File: src/rtl/decoder_pkg.sv
// Shared encodings for the registered select-line decoder family:
// input mode codes and controller state labels.
package decoder_pkg;

    localparam logic [1:0] MODE_ONEHOT = 2'd0;
    localparam logic [1:0] MODE_THERM  = 2'd1;
    localparam logic [1:0] MODE_SCAN   = 2'd2;

    typedef enum logic [1:0] {
        IDLE   = 2'd0,
        DIRECT = 2'd1,
        SCAN   = 2'd2
    } state_e;

endpackage

File: src/rtl/decoder_nx_seq_dwell_timer.sv
// Dwell counter for scan mode: counts 0..DWELL-1 while enabled and pulses
// tick in the cycle the count sits at DWELL-1 (the counter then wraps to 0).
module dwell_timer #(
    parameter int DWELL = 4
) (
    input  logic clk,
    input  logic rst,
    input  logic clr,
    input  logic en,
    output logic tick
);

    localparam logic [15:0] LAST = 16'(DWELL - 1);

    logic [15:0] cnt_q;

    assign tick = en && !clr && (cnt_q == LAST);

    always_ff @(posedge clk or posedge rst) begin
        if (rst) begin
            cnt_q <= '0;
        end else if (clr) begin
            cnt_q <= '0;
        end else if (en) begin
            cnt_q <= tick ? 16'd0 : cnt_q + 16'd1;
        end
    end

endmodule

File: src/rtl/decoder_nx_seq.sv
// Registered SEL_W-to-2^SEL_W decoder with valid/ready input, one-hot or
// thermometer direct decode, and an autonomous one-hot scan with dwell.
module decoder_nx_seq
    import decoder_pkg::*;
#(
    parameter int SEL_W      = 3,
    parameter int DWELL      = 4,
    parameter bit ACTIVE_LOW = 1'b0,
    localparam int OUT_W     = 2 ** SEL_W
) (
    input  logic             clk,
    input  logic             rst,
    input  logic             en,
    input  logic [1:0]       mode,
    input  logic             in_valid,
    output logic             in_ready,
    input  logic [SEL_W-1:0] sel,
    output logic [OUT_W-1:0] out,
    output logic             out_valid,
    output logic [SEL_W-1:0] scan_idx
);

    localparam logic [OUT_W-1:0] INACTIVE = {OUT_W{ACTIVE_LOW}};

    function automatic logic [OUT_W-1:0] dec_onehot(input logic [SEL_W-1:0] s);
        logic [OUT_W-1:0] v;
        v    = '0;
        v[s] = 1'b1;
        return v;
    endfunction

    function automatic logic [OUT_W-1:0] dec_therm(input logic [SEL_W-1:0] s);
        logic [OUT_W-1:0] v;
        v = '0;
        for (int i = 0; i < OUT_W; i++) begin
            v[i] = (i <= int'(s));
        end
        return v;
    endfunction

    state_e           state_q;
    logic [OUT_W-1:0] out_q;
    logic             out_valid_q;
    logic             in_ready_q;
    logic [SEL_W-1:0] scan_idx_q;
    logic             last_therm_q;

    logic             to_scan;
    logic             xfer;
    logic             use_therm;
    logic             stay_scan;
    logic             dwell_tick;
    logic [SEL_W-1:0] scan_idx_d;
    logic [OUT_W-1:0] direct_d;

    assign to_scan    = (mode == MODE_SCAN);
    assign xfer       = en && (state_q == DIRECT) && in_ready_q && in_valid;
    assign stay_scan  = en && (state_q == SCAN) && to_scan;
    assign scan_idx_d = scan_idx_q + 1'b1;

    // A transfer racing a switch into scan still decodes with the last direct mode.
    assign use_therm = to_scan ? last_therm_q : (mode == MODE_THERM);
    assign direct_d  = use_therm ? dec_therm(sel) : dec_onehot(sel);

    dwell_timer #(
        .DWELL (DWELL)
    ) u_dwell (
        .clk  (clk),
        .rst  (rst),
        .clr  (!stay_scan),
        .en   (stay_scan),
        .tick (dwell_tick)
    );

    always_ff @(posedge clk or posedge rst) begin
        if (rst) begin
            state_q      <= IDLE;
            out_q        <= INACTIVE;
            out_valid_q  <= 1'b0;
            in_ready_q   <= 1'b0;
            scan_idx_q   <= '0;
            last_therm_q <= 1'b0;
        end else begin
            if (!to_scan) begin
                last_therm_q <= (mode == MODE_THERM);
            end
            if (!en) begin
                state_q     <= IDLE;
                out_q       <= INACTIVE;
                out_valid_q <= 1'b0;
                in_ready_q  <= 1'b0;
                scan_idx_q  <= '0;
            end else if (xfer) begin
                // Stay in DIRECT this edge; a pending scan request is taken next edge.
                out_q       <= direct_d ^ INACTIVE;
                out_valid_q <= 1'b1;
                in_ready_q  <= !to_scan;
            end else if (to_scan) begin
                in_ready_q <= 1'b0;
                if (state_q != SCAN) begin
                    state_q     <= SCAN;
                    out_q       <= dec_onehot({SEL_W{1'b0}}) ^ INACTIVE;
                    out_valid_q <= 1'b1;
                    scan_idx_q  <= '0;
                end else if (dwell_tick) begin
                    scan_idx_q <= scan_idx_d;
                    out_q      <= dec_onehot(scan_idx_d) ^ INACTIVE;
                end
            end else if (state_q != DIRECT) begin
                state_q     <= DIRECT;
                out_q       <= INACTIVE;
                out_valid_q <= 1'b0;
                in_ready_q  <= 1'b1;
                scan_idx_q  <= '0;
            end else begin
                in_ready_q <= 1'b1;
            end
        end
    end

    assign out       = out_q;
    assign out_valid = out_valid_q;
    assign in_ready  = in_ready_q;
    assign scan_idx  = scan_idx_q;

endmodule

File: config.mk
export PLATFORM = sky130hd
export DESIGN_NAME = decoder_nx_seq
export DESIGN_NICKNAME = d
export VERILOG_FILES = /design/src/rtl/decoder_pkg.sv /design/src/rtl/decoder_nx_seq_dwell_timer.sv /design/src/rtl/decoder_nx_seq.sv
export SDC_FILE = /design/constraint.sdc
export NUM_CORES = 1
export LEC_CHECK = 0
export CAP_MARGIN = 15
export CORE_ASPECT_RATIO = 1.5
export CORE_MARGIN = 2
export CORE_UTILIZATION = 45
export DETAILED_ROUTE_END_ITERATION = 10
export GPL_ROUTABILITY_DRIVEN = 1
export PLACE_DENSITY_LB_ADDON = 0.15
export SLEW_MARGIN = 5
export SYNTH_ARGS = -nofsm -noshare
export SYNTH_HDL_FRONTEND = slang
export SYNTH_SLANG_ARGS = --single-unit
File: constraint.sdc
create_clock -name clk -period 1.8 [get_ports clk]
set_clock_uncertainty 0.15 [all_clocks]
set_input_delay 0.18 -clock clk [delete_from_list [all_inputs] [get_ports clk]]
set_output_delay 0.18 -clock clk [all_outputs]
set_load 0.1 [all_outputs]
---- Yosys cells after proc, flatten, opt, wreduce, memory -nomap -nowiden ----
Index checks and enable logic that the tools add are counted.
W data, S select, Z words.
word-level totals
  word-level logic and storage cells ...... 80
  output and inout bits ................... 13
  bits in registers ....................... 32
  bits of input ports ..................... 9
cells by class
  muxes and demuxes ....................... 33
  add/sub/neg operators ................... 2
  order comparisons ....................... 11
  reduce and logical (&&, ||, !) cells .... 13
  eq/ne operators ......................... 14
operators with widths
  operator                 count
  $mux W8                  7
  $mux W16                 2
  $mux W3                  6
  $add A16 B1 Y16 const B  1
  $eq A16 B2 Y1 const B    1
  $le A3 B3 Y1 const A     4
  $mux W1                  11
  $mux W2                  5
  $logic_and A1 B1 Y1      8
  $lt A3 B4 Y1 const B     2
  $ne A4 B2 Y1 const B     2
  $demux W1 S3             2
  $ge A3 B1 Y1 const B     2
  $le A2 B3 Y1 const A     2
  $reduce_and A3 Y1        2
  $ne A5 B2 Y1 const B     1
  $eq A2 B1 Y1 const B     2
  $eq A2 B2 Y1 const B     2
  $ne A2 B2 Y1 const B     2
  $ne A4 B1 Y1 const B     1
  $reduce_and A2 Y1        2
  $add A3 B1 Y3 const B    1
  $le A1 B3 Y1 const A     1
  $ne A3 B1 Y1 const B     1
  3 further kinds          3

---- Longest topological paths before layout ----
  depth in word-level cells ............... 10
  depth in mapped cells ................... 6
  mapped depth without buffers ............ 5

---- Modules after synthesis ----
Synthesis repeated with hierarchy kept, for this count alone.
unflattened totals
  cells, all modules ...................... 203
  area, all modules ....................... 1963.1 um^2
modules (own cells, without submodules)
  module          times used  cells each  sequential area each (um^2)  area an instance (um^2)
  decoder_nx_seq  1           103         400.4                        983.4
  dwell_timer     1           100         400.4                        979.7

---- Worst setup path before layout ----
Ideal clock, no wire load.
  kind .................................... register to register
  start point ............................. register scan_idx_q[0], in the netlist scan_idx[0]
  end point ............................... register out_q[0], in the netlist out[0]
  required time ........................... 1.581 ns
  slack ................................... -0.528 ns
  buffers on the path ..................... 0
  clock period less this slack ............ 2.328 ns
  library setup time ...................... 0.069 ns
  arrival time ............................ 2.108 ns
  stages on the path, launching flop included .. 6
  path through ............................ dfrtp_1 -> ha_1 -> or2b_2 -> o21ai_0 -> o311a_2 -> mux2_2
between the ends
  word-level cells in the longest chain between the ends .. 10
  elaborated cells between the ends (all ways) .. 11
  classes of those cells .................. add/sub (1); order compare (2); mux (7); reduce/logical (1)
ends and longest elaborated chain
  what                                                                line                   source
  from (decl)                                                         decoder_nx_seq.sv:45   logic [SEL_W-1:0] scan_idx_q;
  from (signal assigned)                                              decoder_nx_seq.sv:106  scan_idx_q <= scan_idx_d;
  $add A3 B1 Y3 (*)                                                   decoder_nx_seq.sv:59   assign scan_idx_d = scan_idx_q + 1'b1;
  $lt A3 B4 Y1 (implied by the code) or $ge A3 B1 Y1 (tied branches)  decoder_nx_seq.sv:28   v[s] = 1'b1;
  $logic_and A1 B1 Y1 (implied by the code)                           decoder_nx_seq.sv:28
  $mux W1 (implied by the code)                                       decoder_nx_seq.sv:28
  $demux W1 S3 (*)                                                    decoder_nx_seq.sv:28
  $mux W8 (*)                                                         decoder_nx_seq.sv:105  end else if (dwell_tick) begin
  $mux W8 (*)                                                         decoder_nx_seq.sv:100  if (state_q != SCAN) begin
  $mux W8 (*)                                                         decoder_nx_seq.sv:98   end else if (to_scan) begin
  $mux W8 (*)                                                         decoder_nx_seq.sv:93   end else if (xfer) begin
  $mux W8 (*)                                                         decoder_nx_seq.sv:87   if (!en) begin
  to (signal assigned)                                                decoder_nx_seq.sv:95   out_q <= direct_d ^ INACTIVE;
  to (signal assigned)                                                decoder_nx_seq.sv:102  out_q <= dec_onehot({SEL_W{1'b0}}) ^ INACTIVE;
  to (signal assigned)                                                decoder_nx_seq.sv:107  out_q <= dec_onehot(scan_idx_d) ^ INACTIVE;
  to (decl)                                                           decoder_nx_seq.sv:42   logic [OUT_W-1:0] out_q;
Mark *: on every way between the ends. The rest lies on a longest branch, timed or not. The select of a mux whose other input is x is not followed.
A chain may end at the register's enable or synchronous reset.

---- Worst setup path after layout ----
  start point ............................. register u_dwell.cnt_q[4]
  end point ............................... register out_q[7], in the netlist out[7]
between the ends
  word-level cells in the longest chain between the ends .. 4
ends and longest elaborated chain
  what                                line                              source
  from (decl)                         decoder_nx_seq_dwell_timer.sv:15  logic [15:0] cnt_q;
  from (signal assigned)              decoder_nx_seq_dwell_timer.sv:25  cnt_q <= tick ? 16'd0 : cnt_q + 16'd1;
  $eq A16 B2 Y1                       decoder_nx_seq_dwell_timer.sv:17  assign tick = en && !clr && (cnt_q == LAST);
  $logic_and A1 B1 Y1                 decoder_nx_seq_dwell_timer.sv:17
  $ne A5 B2 Y1 (no source line)       --
  $reduce_and A2 Y1 (no source line)  --
Every way passes these cells.

==> flow_summary.json <==
{
  "cts_root_buffer": "clkbuf_8",
  "ctsHtreeMaxLevel": 2,
  "numCtsBuffers": 5,
  "nFillCells": 300,
  "num_rows": 28,
  "globalplace.congestion": 0.855,
  "syn_avg_cell_area_sq_um": 10.3,
  "cp_data_required_time_ns": 1.82,
  "ys_types": 52,
  "vias_per_cell": 5.56,
  "synth-xor-area-share_pct": 7.72,
  "final-setup-viol-count": 11,
  "ff2ff_path_depth": 5,
  "place_hpwl_microns": 3640,
  "cpPeakStageDelay_ns": 0.41,
  "worstSkewPairLatency_ns": 0.28,
  "antenna_cells": 0,
  "cp.depth": 5,
  "cts.sinks": 32,
  "r2r-start": "u_dwell.cnt_q[4]",
  "status": "complete, but fails checks",
  "drv_slew": 0,
  "crit_type": "flop to flop",
  "crit_path_end": "out[7]",
  "multiInputGateArea_sq_um": 1040,
  "die_w_microns": 55.9,
  "die_area_sq_um": 4570,
  "grt_pass1_vias": 1742,
  "synthAdderAreaFrac_pct": 1.38,
  "setup_ws_ns": -0.125,
  "synthSimpleGateAreaFrac_pct": 25.6,
  "grt_setup_unrepaired": "yes",
  "dr.pass1.iters": 4,
  "syn2layout_area_growth_pct": 51.1,
  "worstPathCellList": "nor4_4, nand4_4, a32oi_4, buf_12, mux2_4",
  "grt_use_total_pct": 22.7,
  "synth_top_family_by_area": "simple AND/OR/NAND/NOR gates",
  "grt_pass1_wl_microns": 7870,
  "synthMuxAreaShare_pct": 6.69,
  "synth_area_sq_um": 1820,
  "violations": "setup timing",
  "path_buf_inv": 1,
  "worstSetupEndpointType": "flop",
  "cts.path.max_buffers": 2,
  "holdBufCountCts": 0,
  "min_path_type": "input port to asynchronous set/reset pin",
  "maxSlewHeadroom_pct": 72.8,
  "worst_slew_pin_slew_ns": 0.409,
  "grt_max_degree": 33,
  "syn-num-nets": 188,
  "reg2reg_to": "out[7]",
  "final_common_cell": "buf_4",
  "seq_area_frac_synth_pct": 44.1,
  "nets": 254,
  "route.detailed.drc": 0,
  "reg2reg_slack_ns": -0.13,
  "p_per_area_nw_per_um2": 564,
  "wl_per_cell_microns": 16.6,
  "finalHoldViolCount": 0,
  "worstPathArrival_ns": 1.94,
  "postLayoutCoreUtil_pct": 69.9,
  "synth_area_leaders": "dfrtp_1 (44%), xnor2_1 (6.3%), mux2_2 (5.0%), nor2_1 (4.5%), nand2_1 (2.3%)",
  "synth_area_leader_cell": "dfrtp_1",
  "core_area_sq_um": 3920,
  "synthFlopType": "dfrtp_1",
  "crit_family": "simple AND/OR/NAND/NOR gates",
  "layout_common_cells": "buf_4 (40), dfrtp_1 (28), nor2_1 (22), buf_12 (15), xnor2_1 (13)",
  "netlist_instances": 177,
  "drt_iter0_markers": 42,
  "async_reset_ff_share_pct": 100,
  "ys_ff_latch": 32,
  "critPathLaunch": "u_dwell.cnt_q[4]",
  "yosys_warnings": 0,
  "seqCellArea_sq_um": 813,
  "period_share_pct": 107,
  "chipHeight_microns": 81.8,
  "slowest_stage": "dfrtp_1",
  "pin_count": 22,
  "cap_violations": 0,
  "drt_wl_total_microns": 4800,
  "irDropWorstVdd_v": 0.000576,
  "io_buffers": 21,
  "synth_compound_area_share_pct": 10.8,
  "antenna_left": 0,
  "initial_core_util_pct": 46.3,
  "max_freq_mhz": 519,
  "yosysTopAreaCellShare_pct": 44.1,
  "period_needed_ns": 1.93,
  "clk_pin_slew_ns": 0.07,
  "dp_slack_ns": -0.356,
  "antenna_found_initial": 0,
  "overflow": 0,
  "place_area_sq_um": 2520,
  "leakagePower_uw": 0.00118,
  "hold_slack_ns": 0.147,
  "synth_edf_count": 0,
  "dr_total_vias": 1608,
  "drive_gt1_share_pct": 40.2,
  "cts_tree": "yes",
  "path_max_fanout": 8,
  "start_kind": "flop",
  "stdcell_area_sq_um": 2740
}
==> cell usage after synthesis, types with 2 or more instances <==
| cell type | count |
|---|---|
| mux2_2 | 8 |
| dfrtp_1 | 32 |
| nor2b_1 | 2 |
| o211ai_1 | 2 |
| or2b_2 | 2 |
| ha_1 | 2 |
| nand2_1 | 11 |
| and3b_2 | 2 |
| nor4_1 | 5 |
| nand4_1 | 5 |
| mux2i_1 | 2 |
| xnor2_1 | 13 |
| nand3b_1 | 3 |
| o21ai_0 | 4 |
| buf_2 | 2 |
| and2_1 | 2 |
| nand3_1 | 7 |
| nor3_1 | 8 |
| nor2_1 | 22 |
| o2bb2ai_1 | 2 |
| xor2_1 | 3 |
| inv_1 | 7 |
| a21oi_1 | 2 |
==> tightest hold or removal path, delay by kind of cell <==
family / cells / cell delay, ns
buf+inv: 3 / 0.81
==> where the power goes <==
| group | total [uW] | internal [uW] | switching [uW] |
|---|---|---|---|
| clock | 568 | 310 | 257 |
| combinational | 237 | 105 | 132 |
| sequential | 743 | 731 | 11.6 |
| total | 1550 | 1150 | 400 |
==> how the worst min path moves through the flow <==
stage,startpoint,end,slack [ns],cells past startpoint
2_1_floorplan,rst,in_ready,0.15,1
3_3_place_gp,u_dwell.cnt_q[0],u_dwell.cnt_q[0],0.37,2
3_5_place_dp,u_dwell.cnt_q[0],u_dwell.cnt_q[0],0.38,2
4_1_cts,rst,out[3],0.15,3
5_1_grt,rst,out[3],0.17,3
6_report,rst,out[3],0.15,3
==> timing repair <==
item / CTS / global route
buffers inserted: 3 / 0
pin swaps: 2 / 2
gates cloned: 0 / 1
resized for setup: 11 / 3
endpoints found under the setup margin: 11 / 22
==> per-layer routing <==
| layer | share of wire [%] | global-route usage [%] |
|---|---|---|
| met3 | 2.8 | 4.09 |
| met1 | 35 | 21.9 |
| met4 | 3.3 | 12.9 |
| met5 | 0 | 0 |
| met2 | 59 | 44.8 |
==> per-stage QoR <==
step | power (uW) | setup TNS [ns] | std cells
final | 1550 | -1.17 | 289
after global placement | 975 | -3.68 | 277
after floorplan | 883 | -0.760 | 177
after global routing | 1610 | -1.93 | 289
after CTS | 1570 | -1.38 | 288
after detailed placement | 980 | -4.57 | 277
==> sequential cells by signal, indices dropped and copies added, names as in the netlist <==
signal and count:
scan_idx 3, u_dwell.cnt_q 16, in_ready 1, state_q 2
last_therm_q 1, out_valid 1, out 8
==> cell families (layout without fill, tap and decap cells) <==
kind of cell | after synthesis | count (layout)
AND/OR/NAND/NOR | 82 | 82
flip-flops | 32 | 32
AO/OA/AOI/OAI | 21 | 21
XOR/XNOR | 16 | 16
buffers and inverters | 13 | 80
multiplexers | 11 | 11
adder cells (fa/ha/maj) | 2 | 2
==> cell type report <==
type	count	share of cell area (%)
clock buffer	7	3.15
clock inverter	1	0.274
inverter	7	0.958
multi-input combinational	132	37.8
sequential	32	29.6
tap	45	2.05
timing repair buffer	65	26.1
Power figures use the tool's default switching activity.
